<file path="src/rtl/bcd_pkg.sv">
// Shared types and helpers for the 3-digit packed-BCD counter.
// Imported by bcd_digit_inc and bcd_count_ctrl.
package bcd_pkg;

   typedef enum logic [1:0] {
      S_IDLE,
      S_RUN,
      S_PAUSE,
      S_DONE
   } state_t;

   localparam logic [3:0]  BCD_MAX_DIGIT = 4'd9;
   localparam logic [11:0] BCD_MAX       = 12'h999;

   function automatic logic bcd_valid(input logic [11:0] v);
      return (v[3:0]  <= BCD_MAX_DIGIT) &&
             (v[7:4]  <= BCD_MAX_DIGIT) &&
             (v[11:8] <= BCD_MAX_DIGIT);
   endfunction

endpackage

</file>
<file path="src/rtl/bcd_digit_inc.sv">
// Single BCD digit incrementer: 9 + carry-in rolls to 0
// and raises carry-out into the next digit.
module bcd_digit_inc
   import bcd_pkg::*;
(
   input  logic [3:0] d,
   input  logic       cin,
   output logic [3:0] q,
   output logic       cout
);

   assign cout = cin && (d == BCD_MAX_DIGIT);
   assign q    = cout ? 4'd0 : d + {3'b000, cin};

endmodule

</file>
<file path="src/rtl/bcd_count_ctrl.sv">
// Run/pause/done sequencer for a 000-999 packed-BCD counter.
// Define BCD_CTRL_LIMIT_EN to enable the programmable terminal value.
module bcd_count_ctrl
   import bcd_pkg::*;
#(
   parameter int unsigned DIV = 100000
)
(
   input  logic        clk,
   input  logic        rst_n,
   input  logic        start,
   input  logic        stop,
   input  logic        clear,
   input  logic        load,
   input  logic [11:0] load_val,
   input  logic [11:0] limit,
   input  logic        wrap_en,
   output logic [11:0] count,
   output logic        running,
   output logic        done,
   output logic        ovf,
   output logic        load_err
);

   localparam int unsigned PW = (DIV > 1) ? $clog2(DIV) : 1;
   localparam logic [PW-1:0] PMAX = PW'(DIV - 1);

   state_t        state_q, state_d;
   logic [11:0]   count_q, count_d;
   logic [PW-1:0] presc_q, presc_d;
   logic          running_q, done_q, ovf_q, ovf_d;
   logic          lerr_q, lerr_d;

   logic [11:0] inc;
   logic        o_c, t_c, h_c;
   logic        lim_hit;

   bcd_digit_inc u_ones (
      .d    (count_q[3:0]),
      .cin  (1'b1),
      .q    (inc[3:0]),
      .cout (o_c)
   );

   bcd_digit_inc u_tens (
      .d    (count_q[7:4]),
      .cin  (o_c),
      .q    (inc[7:4]),
      .cout (t_c)
   );

   bcd_digit_inc u_hund (
      .d    (count_q[11:8]),
      .cin  (t_c),
      .q    (inc[11:8]),
      .cout (h_c)
   );

`ifdef BCD_CTRL_LIMIT_EN
   assign lim_hit = bcd_valid(limit) && (inc == limit);
`else
   logic unused_limit;
   assign unused_limit = ^limit;
   assign lim_hit      = 1'b0;
`endif

   always_comb begin
      state_d = state_q;
      count_d = count_q;
      presc_d = presc_q;
      ovf_d   = 1'b0;
      lerr_d  = 1'b0;
      if (clear) begin
         count_d = '0;
         presc_d = '0;
         state_d = S_IDLE;
      end else if (load) begin
         // A rejected load freezes everything for this cycle.
         if (bcd_valid(load_val)) begin
            count_d = load_val;
            presc_d = '0;
            state_d = S_IDLE;
         end else begin
            lerr_d = 1'b1;
         end
      end else begin
         unique case (state_q)
            S_IDLE: begin
               if (start) state_d = S_RUN;
            end
            S_RUN: begin
               if (presc_q == PMAX) begin
                  presc_d = '0;
                  if (lim_hit) begin
                     count_d = inc;
                     state_d = S_DONE;
                  end else if (!h_c) begin
                     count_d = inc;
                  end else if (wrap_en) begin
                     count_d = '0;
                     ovf_d   = 1'b1;
                  end else begin
                     state_d = S_DONE;
                  end
               end else begin
                  presc_d = presc_q + PW'(1);
               end
               if (stop && state_d == S_RUN) state_d = S_PAUSE;
            end
            S_PAUSE: begin
               if (start) state_d = S_RUN;
            end
            S_DONE: begin
            end
            default: state_d = S_IDLE;
         endcase
      end
   end

   always_ff @(posedge clk or negedge rst_n) begin
      if (!rst_n) begin
         state_q   <= S_IDLE;
         count_q   <= '0;
         presc_q   <= '0;
         running_q <= 1'b0;
         done_q    <= 1'b0;
         ovf_q     <= 1'b0;
         lerr_q    <= 1'b0;
      end else begin
         state_q   <= state_d;
         count_q   <= count_d;
         presc_q   <= presc_d;
         running_q <= (state_d == S_RUN);
         done_q    <= (state_d == S_DONE);
         ovf_q     <= ovf_d;
         lerr_q    <= lerr_d;
      end
   end

   assign count    = count_q;
   assign running  = running_q;
   assign done     = done_q;
   assign ovf      = ovf_q;
   assign load_err = lerr_q;

endmodule
</file>
<file path="config.mk">
export PLATFORM = sky130hd
export DESIGN_NAME = bcd_count_ctrl
export DESIGN_NICKNAME = d
export VERILOG_FILES = /design/src/rtl/bcd_pkg.sv /design/src/rtl/bcd_digit_inc.sv /design/src/rtl/bcd_count_ctrl.sv
export SDC_FILE = /design/constraint.sdc
export NUM_CORES = 1
export LEC_CHECK = 0
export CAP_MARGIN = 40
export CORE_UTILIZATION = 45
export DETAILED_ROUTE_END_ITERATION = 8
export PLACE_DENSITY_LB_ADDON = 0.1
export REMOVE_ABC_BUFFERS = 1
export SLEW_MARGIN = 20
export SYNTH_ARGS = -nofsm -noshare
export SYNTH_HDL_FRONTEND = slang
export SYNTH_SLANG_ARGS = --single-unit
</file>
<file path="constraint.sdc">
create_clock -name clk -period 1.95 [get_ports clk]
set_input_delay 0.195 -clock clk [delete_from_list [all_inputs] [get_ports clk]]
set_output_delay 0.195 -clock clk [all_outputs]
set_load 0.01 [all_outputs]
</file>
==> summary.md, run 1 <==
| Metric | Value |
|---|---|
| Cell with the most instances after synthesis | dfrtp_1 |
| Core area | roughly 0.0045 mm² |
| Max frequency | 0.520 GHz |
| Slew Limit Fails | 0 |
| Worst clock skew | roughly 2.1 ps |
| Sequential-to-total area share from yosys stat | around 40% |
| Area contributors post-synth | dfrtp_1, nor2_1, ha_1 |
| Sink Count | 35 |
| Num CTS Buffers | 5 |
| # Max-Cap Violations | 0 |
| Period utilization | a little over nine tenths |
| Status | complete, no violations |
| Layout Area Growth over Synthesis | 44.0% |
| Hold WS | 323 ps |
| DRC violations left | 0 |
| DRT iter0 DRCs | approximately 170 |
| Final Critical Period | 1920 ps |
| Data required, critical path | 2120 ps |
| Max Root-Sink Buffers | 2 |
| Worst hold path class | input port to async pin |
| Nets | 350 |
| Crit path DAT | around 2100 ps |
| Average vias per placed instance | around 5.8 |
| Ant diodes | 0 |
| Post-synth EDFFs | 0 |
| Layout cells sized above 1 | 28.1% |
| Ys flop type | dfrtp_1 |
| Worst R2R End | count[9] |
| Initial core utilization | 48.6% |
| Max FO, Critical Path | 2 |
| Post-synth top area share | between 40% and 50% |
| Actual slew at the worst max-slew pin | around 470 ps |
| Worst Setup Slack, final | 27.0 ps |
| Placement-stage cell area | 0.00289 mm² |
| Synthesized area per cell | ~9.5 µm² |
| Total power | ~1.8 mW |
| Full die area | 0.00514 mm² |
| Critical path's largest stage delay | ~380 ps |
| Die Y | approximately 72 µm |
| Ys Warns | 0 |
| CP Capture Type | flop |
| CTS tree | done |
| Via count | 2100 |
| I/O pin cnt | 47 |
| CTS root buffer | clkbuf_8 |
| Die W | approximately 70 µm |
| Synth top cells by count | dfrtp_1, nor2_1, nand2_1, a21oi_1, o21ai_0 |
| DP Worst Slack | -208 ps |
| Post-Layout Cell Count | approximately 370 |
| Synth Register Bits | 35 |
| Slew HR | roughly 70% |
| Final Cell Area | 0.00315 mm² |
| DP Wirelength | around 4000 µm |
| Critical-path cell list | inv_1 > ha_2 > nand3b_1 > inv_2 > nand2_2 > inv_2 > ha_4 > ha_1 > nand3b_1 > a21oi_2 > mux2_4 |
| Count of different cell masters after synthesis | 48 |
| FF-to-FF path depth | 11 |
| WS Path Type | flop to flop |
| Pwr per Cell Area | approximately 580 mW/mm² |
| Cell Area, Synth | about 0.0022 mm² |
| Overflow after GRT | 0 |
| Startpoint types | flop |
| Post-layout util | between 60% and 70% |
| PortBufs | 34 |
| Total Routing Usage GR | 23.2% |
| Crit path buffers/inverters | 3 |
| Drt wl/cell | between 15 and 20 µm |
| Clock Latency Late Sink | roughly 280 ps |
| Antenna violations before repair | 0 |
| Maximum vdd ir drop | between 300 and 400 µV |
| Dominant cell type by area after synthesis | dfrtp_1 |
| Post-Place Cells | 351 |
| Row count | 24 |
| RSZ-0062 raised after global routing | true |
| Setup Viol. Count Final | 0 |
| Drt pass-1 iters | 4 |
| Crit-path slowest cell | dfrtp_1 |
| Reg2reg setup slack | 30 ps |
| Synth async-reset ratio | 100% |
| Largest net degree at the start of global routing | 36 |
| Vias in the first global route | a little under 2000 |
| Gate Count Post-Synth | 231 |
| Setup TNS | 0 ps |
| Clock-pin transition on the worst setup and hold timing paths | 70 ps |
| RePlAce Congestion | between 0.8 and 0.9 |
| Top delay family on crit path | adder cells |
| Lkg Pwr | about 1.4 nW |
| Reg-to-reg startpoint | count[1] |
| Post-route ant nets | 0 |
| Drt total wl | around 5700 µm |
| H-tree lvl count | 2 |
| Final hold vios | 0 |
| First-pass GRT wire length | 9360 µm |
## where the power goes
group / internal [mW] / switching (mW) / leakage, nW
sequential: 0.763 / 0.0286 / 0.478
combinational: 0.276 / 0.230 / 0.895
clock: 0.250 / 0.272 / 0.0412
total: 1.29 / 0.531 / 1.41
## worst max path at each step
| stage | startpoint | depth (start not counted) | slack [ps] | endpoint |
|---|---|---|---|---|
| after floorplan | count[1] | 7 | -110 | count[11] |
| after global placement | load | 6 | -210 | count[11] |
| after detailed placement | load | 6 | -210 | count[11] |
| after CTS | presc_q[0] | 6 | 2 | count[10] |
| after global routing | presc_q[1] | 7 | -50 | count[6] |
| final | count[1] | 11 | 30 | count[9] |
## flip-flops by register name, indices dropped and copies added (netlist names)
register,flops
presc_q,17
count,12
state_q,2
done,1
load_err,1
ovf,1
running,1
## routing by layer
layer | share of wire (%) | global-route usage, % | wire (µm)
met1 | 48 | 34.1 | 2770
met2 | 45 | 36.0 | 2600
met3 | 5.7 | 3.38 | 325
met4 | 0.84 | 5.88 | 48
met5 | 0 | 0 | 0
## placed cells by master, fill, tap and decap left out, drive strengths merged, types with 2 or more instances in the layout
cell type,n
nor4,5
nor2b,3
o211a,2
dfrtp,35
and4,3
o211ai,4
xnor2,9
nand4,3
nor3b,2
or2,2
nor3,3
clkbuf,6
inv,8
mux2,6
a211oi,7
nand3,6
o2111ai,4
nand2b,2
xor2,7
buf,49
ha,7
a21oi,14
and3,2
nor2,30
a32oi,2
o31ai,7
a22o,2
o21ai,10
nand3b,6
and4bb,2
nand2,15
clkdlybuf4s50,34
## cells by family (layout without fill, tap and decap cells)
kind of cell	count (synthesis)	in the layout	synth area share, %
adder cells (fa/ha/maj)	7	7	4.00
XOR/XNOR	16	16	6.41
flip-flops	35	35	40.0
multiplexers	6	6	3.60
AND/OR/NAND/NOR	89	90	22.6
AO/OA/AOI/OAI	60	60	19.9
buffers and inverters	18	99	3.43
## timing repair
| action | CTS | global route |
|---|---|---|
| endpoints found under the setup margin | 8 | 15 |
| pin swaps | 1 | 8 |
| buffers inserted | 1 | 4 |
| hold buffers | 0 | 0 |
| resized for setup | 1 | 29 |
| gates cloned | 1 | 0 |
## area by class of cell
type / instances / area [µm²]
Sequential cell: 35 / 876
Tap cell: 52 / 65.1
Inverter: 8 / 30.0
Clock inverter: 2 / 12.5
Timing Repair Buffer: 83 / 728
Multi-Input combinational cell: 179 / 1370
Fill cell: 348 / 1360
Clock buffer: 6 / 72.6
No activity file was read; power rests on OpenSTA's default activity.
==> run 2: changes to the inputs <==
Settings changed: CTS_BUF_LIST from default to sky130_fd_sc_hd__clkbuf_16.
==> summary.md, run 2 (synthesis results as in run 1) <==
| Metric | Value |
|---|---|
| Lkg Pwr | between 1 and 1.5 nW |
| Sink Count | 35 |
| Layout cells sized above 1 | 29.1% |
| Pwr per Cell Area | approximately 640 mW/mm² |
| Period utilization | 100% |
| DP Wirelength | 3990 µm |
| First-pass GRT wire length | around 9400 µm |
| Status | finished, violations left |
| DP Worst Slack | -208 ps |
| Vias in the first global route | 1969 |
| Post-route ant nets | 0 |
| Clock-pin transition on the worst setup and hold timing paths | 50 ps |
| Maximum vdd ir drop | roughly 350 µV |
| Ant diodes | 0 |
| Final hold vios | 0 |
| Largest register FFs | 17 |
| Slew HR | between 60% and 70% |
| Drt wl/cell | approximately 16 µm |
| Filler cells | 325 |
| Commonest non-fill, non-tap cell in the layout | buf_4 |
| Die Y | slightly above 70 µm |
| Max FO, Critical Path | 2 |
| DRT iter0 DRCs | roughly 160 |
| WS Path Type | flop to flop |
| CTS tree | done |
| Final Critical Period | 1950 ps |
| Post-layout util | approximately 72% |
| Worst clock skew | ~3.1 ps |
| DRC violations left | 0 |
| Core area | 0.00450 mm² |
| Antenna violations before repair | 0 |
| Die W | 71.7 µm |
| Worst hold path class | input port to async pin |
| Actual slew at the worst max-slew pin | ~460 ps |
| Drt total wl | approximately 5900 µm |
| Startpoint types | flop |
| Crit path DAT | between 2000 and 2500 ps |
| Worst Setup Slack, final | -3.33 ps |
| H-tree lvl count | 2 |
| Num CTS Buffers | 5 |
| Clock Latency Late Sink | between 200 and 300 ps |
| PortBufs | 34 |
| Data required, critical path | roughly 2100 ps |
| Failing checks | setup timing |
| Row count | 24 |
| Total power | around 2.1 mW |
| RePlAce Congestion | approximately 0.83 |
| Slew Limit Fails | 0 |
| Initial core utilization | just under 50% |
| # Max-Cap Violations | 0 |
| Max Root-Sink Buffers | 2 |
| Overflow after GRT | 0 |
| Average vias per placed instance | a little under 6 |
| Commonest non-fill, non-tap cells in the layout | buf_4, dfrtp_1, clkdlybuf4s50_1, nor2_1, nand2_1 |
| I/O pin cnt | 47 |
| Via count | between 2000 and 2500 |
| Layout Area Growth over Synthesis | 47.9% |
| CP Capture Type | flop |
| Setup Viol. Count Final | 1 |
| RSZ-0062 raised after global routing | true |
| Reg with most FFs | presc_q |
| Total Routing Usage GR | between 20% and 30% |
| Largest net degree at the start of global routing | 36 |
| Drt pass-1 iters | 4 |
| CTS root buffer | clkbuf_16 |
| Full die area | slightly above 0.005 mm² |
| Nets | 350 |
| Max frequency | 0.512 GHz |
[run 2: what timing repair did]
action,in CTS,in global routing
endpoints found under the setup margin,8,14
gates cloned,1,0
pin swaps,1,11
setup buffers,1,4
resized for setup,1,33
hold buffers,0,0
[run 2: stage by stage]
stage / TNS [ps] / area (µm²) / hold WS, ps / std cells
CTS: 0 / 3050 / 359 / 361
global placement: -2160 / 2890 / 526 / 351
global route: -593 / 3240 / 386 / 365
detailed placement: -2360 / 2890 / 535 / 351
floorplan: -469 / 2140 / -101 / 221
finish: -3.33 / 3240 / 338 / 365
[run 2: power by group]
part	internal, mW	switching [mW]
combinational	0.278	0.238
sequential	0.764	0.0271
clock	0.466	0.301
total	1.51	0.566
[run 2: cell type report]
cell class	instances	area, µm²	area share (%)
inverter	8	30.0	0.928
clock buffer	5	125	3.87
sequential	35	876	27.1
timing repair buffer	83	728	22.5
tap	52	65.1	2.01
clock inverter	3	16.3	0.503
multi-input combinational	179	1400	43.1
[run 2: worst paths after layout]
check                           cells past startpoint  slack [ps]     endpoint        start
worst max-delay path                               12          -3    count[11]     count[1]
worst min-delay path                                2         340    count[11]        rst_n
worst max register to register                     12          -3    count[11]     count[1]
worst min register to register                      2         550  presc_q[16]  presc_q[16]
max in group asynchronous                           2        1270  presc_q[15]        rst_n
min in group clk                                    2         550  presc_q[16]  presc_q[16]
[run 2: layer usage]
metal  wire length, µm  track usage [%]
met1              2800             34.5
met2              2660             35.5
met3               364             4.64
met4                57             5.66
met5                 0                0
[run 2: worst max-delay path, cell delays in order, from the launching register on]
cell and delay [ps]:
dfrtp_1 370, inv_1 60, ha_2 180, nand3b_1 160, inv_2 110, nand2_2 70
inv_2 90, ha_4 160, nand3_2 70, xnor2_1 140, nand3b_1 110, a21oi_2 60
mux2_4 260
==> run 3: changes to the inputs <==
Settings changed: DONT_BUFFER_PORTS from default to 1.
==> summary.md, run 3 (synthesis results as in run 1) <==
| Metric | Value |
|---|---|
| CP Capture Type | flop |
| DP Wirelength | between 3000 and 4000 µm |
| Crit-path slowest cell | dfrtp_1 |
| Average vias per placed instance | between 6 and 7 |
| Pwr per Cell Area | ~680 mW/mm² |
| Vias in the first global route | roughly 2000 |
| Slew HR | between 60 and 70% |
| Largest register FFs | 17 |
| Maximum vdd ir drop | 591 µV |
| CTS tree | done |
| Data required, critical path | 2130 ps |
| Critical path's largest stage delay | 350 ps |
| RSZ-0062 raised after global routing | true |
| Reg with most FFs | presc_q |
| Layout Area Growth over Synthesis | 26.4% |
| Clock Latency Late Sink | 280 ps |
| Max FO, Critical Path | 7 |
| Worst clock skew | 4.53 ps |
| Hold-critical path depth | 1 |
| Critical-path cell list | ha_2 > and4_1 > nand4_2 > o21a_1 > or2_4 > buf_6 > o41ai_4 |
| Total power | about 1.9 mW |
| First-pass GRT wire length | 9500 µm |
| Full die area | 0.00514 mm² |
| Worst R2R End | count[3] |
| Crit path DAT | 2100 ps |
| Period utilization | ~100% |
| Status | complete, no violations |
| # Max-Cap Violations | 0 |
| CTS root buffer | clkbuf_16 |
| Die W | 71.7 µm |
| Worst Hold Launch | clear |
| Drt total wl | between 5000 and 6000 µm |
| PortBufs | 0 |
| Crit path buffers/inverters | 1 |
| Drt wl/cell | around 17 µm |
| Nets | 310 |
| Total Routing Usage GR | 23.8% |
| Max Root-Sink Buffers | 2 |
| Post-route ant nets | 0 |
| Reg2reg setup slack | a little over 30 ps |
| I/O pin cnt | between 40 and 50 |
| Actual slew at the worst max-slew pin | ~500 ps |
| Ant diodes | 0 |
| Slew Limit Fails | 0 |
| Hold WS | 5.00 ps |
| Layout cells sized above 1 | between 20% and 30% |
| DRT iter0 DRCs | approximately 110 |
| WS Path Type | flop to flop |
| Worst hold endpoint | count[2] |
| Top delay family on crit path | simple AND/OR/NAND/NOR gates |
| Commonest non-fill, non-tap cells in the layout | buf_4, dfrtp_1, nor2_1, a21oi_1, nand2_1 |
| Startpoint types | flop |
| Die Y | just over 70 µm |
| Final Critical Period | ~1900 ps |
| Clock-pin transition on the worst setup and hold timing paths | roughly 50 ps |
| Initial core utilization | approximately half |
| Reg-to-reg startpoint | presc_q[1] |
| Largest net degree at the start of global routing | 36 |
| Final hold vios | 0 |
| Overflow after GRT | 0 |
| RePlAce Congestion | about 0.85 |
| Worst Setup SP | presc_q[1] |
| Core area | ~0.0045 mm² |
| Antenna violations before repair | 0 |
| Worst hold path class | input port to flop |
| Num CTS Buffers | 5 |
| Sink Count | 35 |
| FF-to-FF path depth | 7 |
| Max frequency | approximately 0.52 GHz |
| Row count | 24 |
| Commonest non-fill, non-tap cell in the layout | buf_4 |
| Setup Viol. Count Final | 0 |
| Lkg Pwr | 1.26 nW |
| DRC violations left | 0 |
| Filler cells | 398 |
| Drt pass-1 iters | 4 |
| H-tree lvl count | 2 |
| Via count | a little over 2000 |
[run 3: per-layer routing]
| metal | global-route usage [%] | share of wire, % |
|---|---|---|
| met5 | 0 | 0 |
| met4 | 8.06 | 1.4 |
| met3 | 5.91 | 4.6 |
| met2 | 39.6 | 49 |
| met1 | 30.1 | 45 |
[run 3: per-stage QoR]
| stage | setup TNS [ps] | cell area [µm²] | std cells | utilization (%) | setup WS, ps |
|---|---|---|---|---|---|
| 2_1_floorplan | -469 | 2140 | 221 | - | -115 |
| 3_3_place_gp | -15.9 | 2510 | 313 | 55.7 | -8.78 |
| 3_5_place_dp | -26.4 | 2510 | 313 | 55.7 | -15.0 |
| 4_1_cts | -38.2 | 2690 | 323 | 59.8 | -14.1 |
| 5_1_grt | -443 | 2770 | 324 | 61.4 | -80.0 |
| 6_report | 0 | 2770 | 324 | 61.4 | 30.4 |
[run 3: report_power, final]
part	leakage (nW)	total [mW]	internal, mW	switching (mW)
Combinational	0.713	0.349	0.163	0.186
Sequential	0.478	0.789	0.765	0.0247
Clock	0.0671	0.741	0.458	0.283
[run 3: worst max path at each step]
stage / end / slack, ps / cells after the start
finish: count[3] / 30 / 7
CTS: count[4] / -10 / 7
floorplan: count[11] / -110 / 7
global route: count[11] / -80 / 7
global placement: count[11] / -9 / 7
detailed placement: count[9] / -10 / 10
[run 3: cell type report]
| class | instances | area, µm² | area share (%) |
|---|---|---|---|
| Multi-Input combinational cell | 178 | 1310 | 47.3 |
| Clock inverter | 2 | 8.76 | 0.317 |
| Timing Repair Buffer | 44 | 352 | 12.7 |
| Inverter | 8 | 30.0 | 1.09 |
| Clock buffer | 5 | 125 | 4.52 |
| Tap cell | 52 | 65.1 | 2.35 |
| Sequential cell | 35 | 876 | 31.7 |
[run 3: repair_timing]
action                     CTS  global route
pin swaps                    1             8
buffers inserted             0             1
resized for setup            3            15
hold buffers                 3             0
hold endpoints to repair    37             0
setup endpoints to repair    5            15
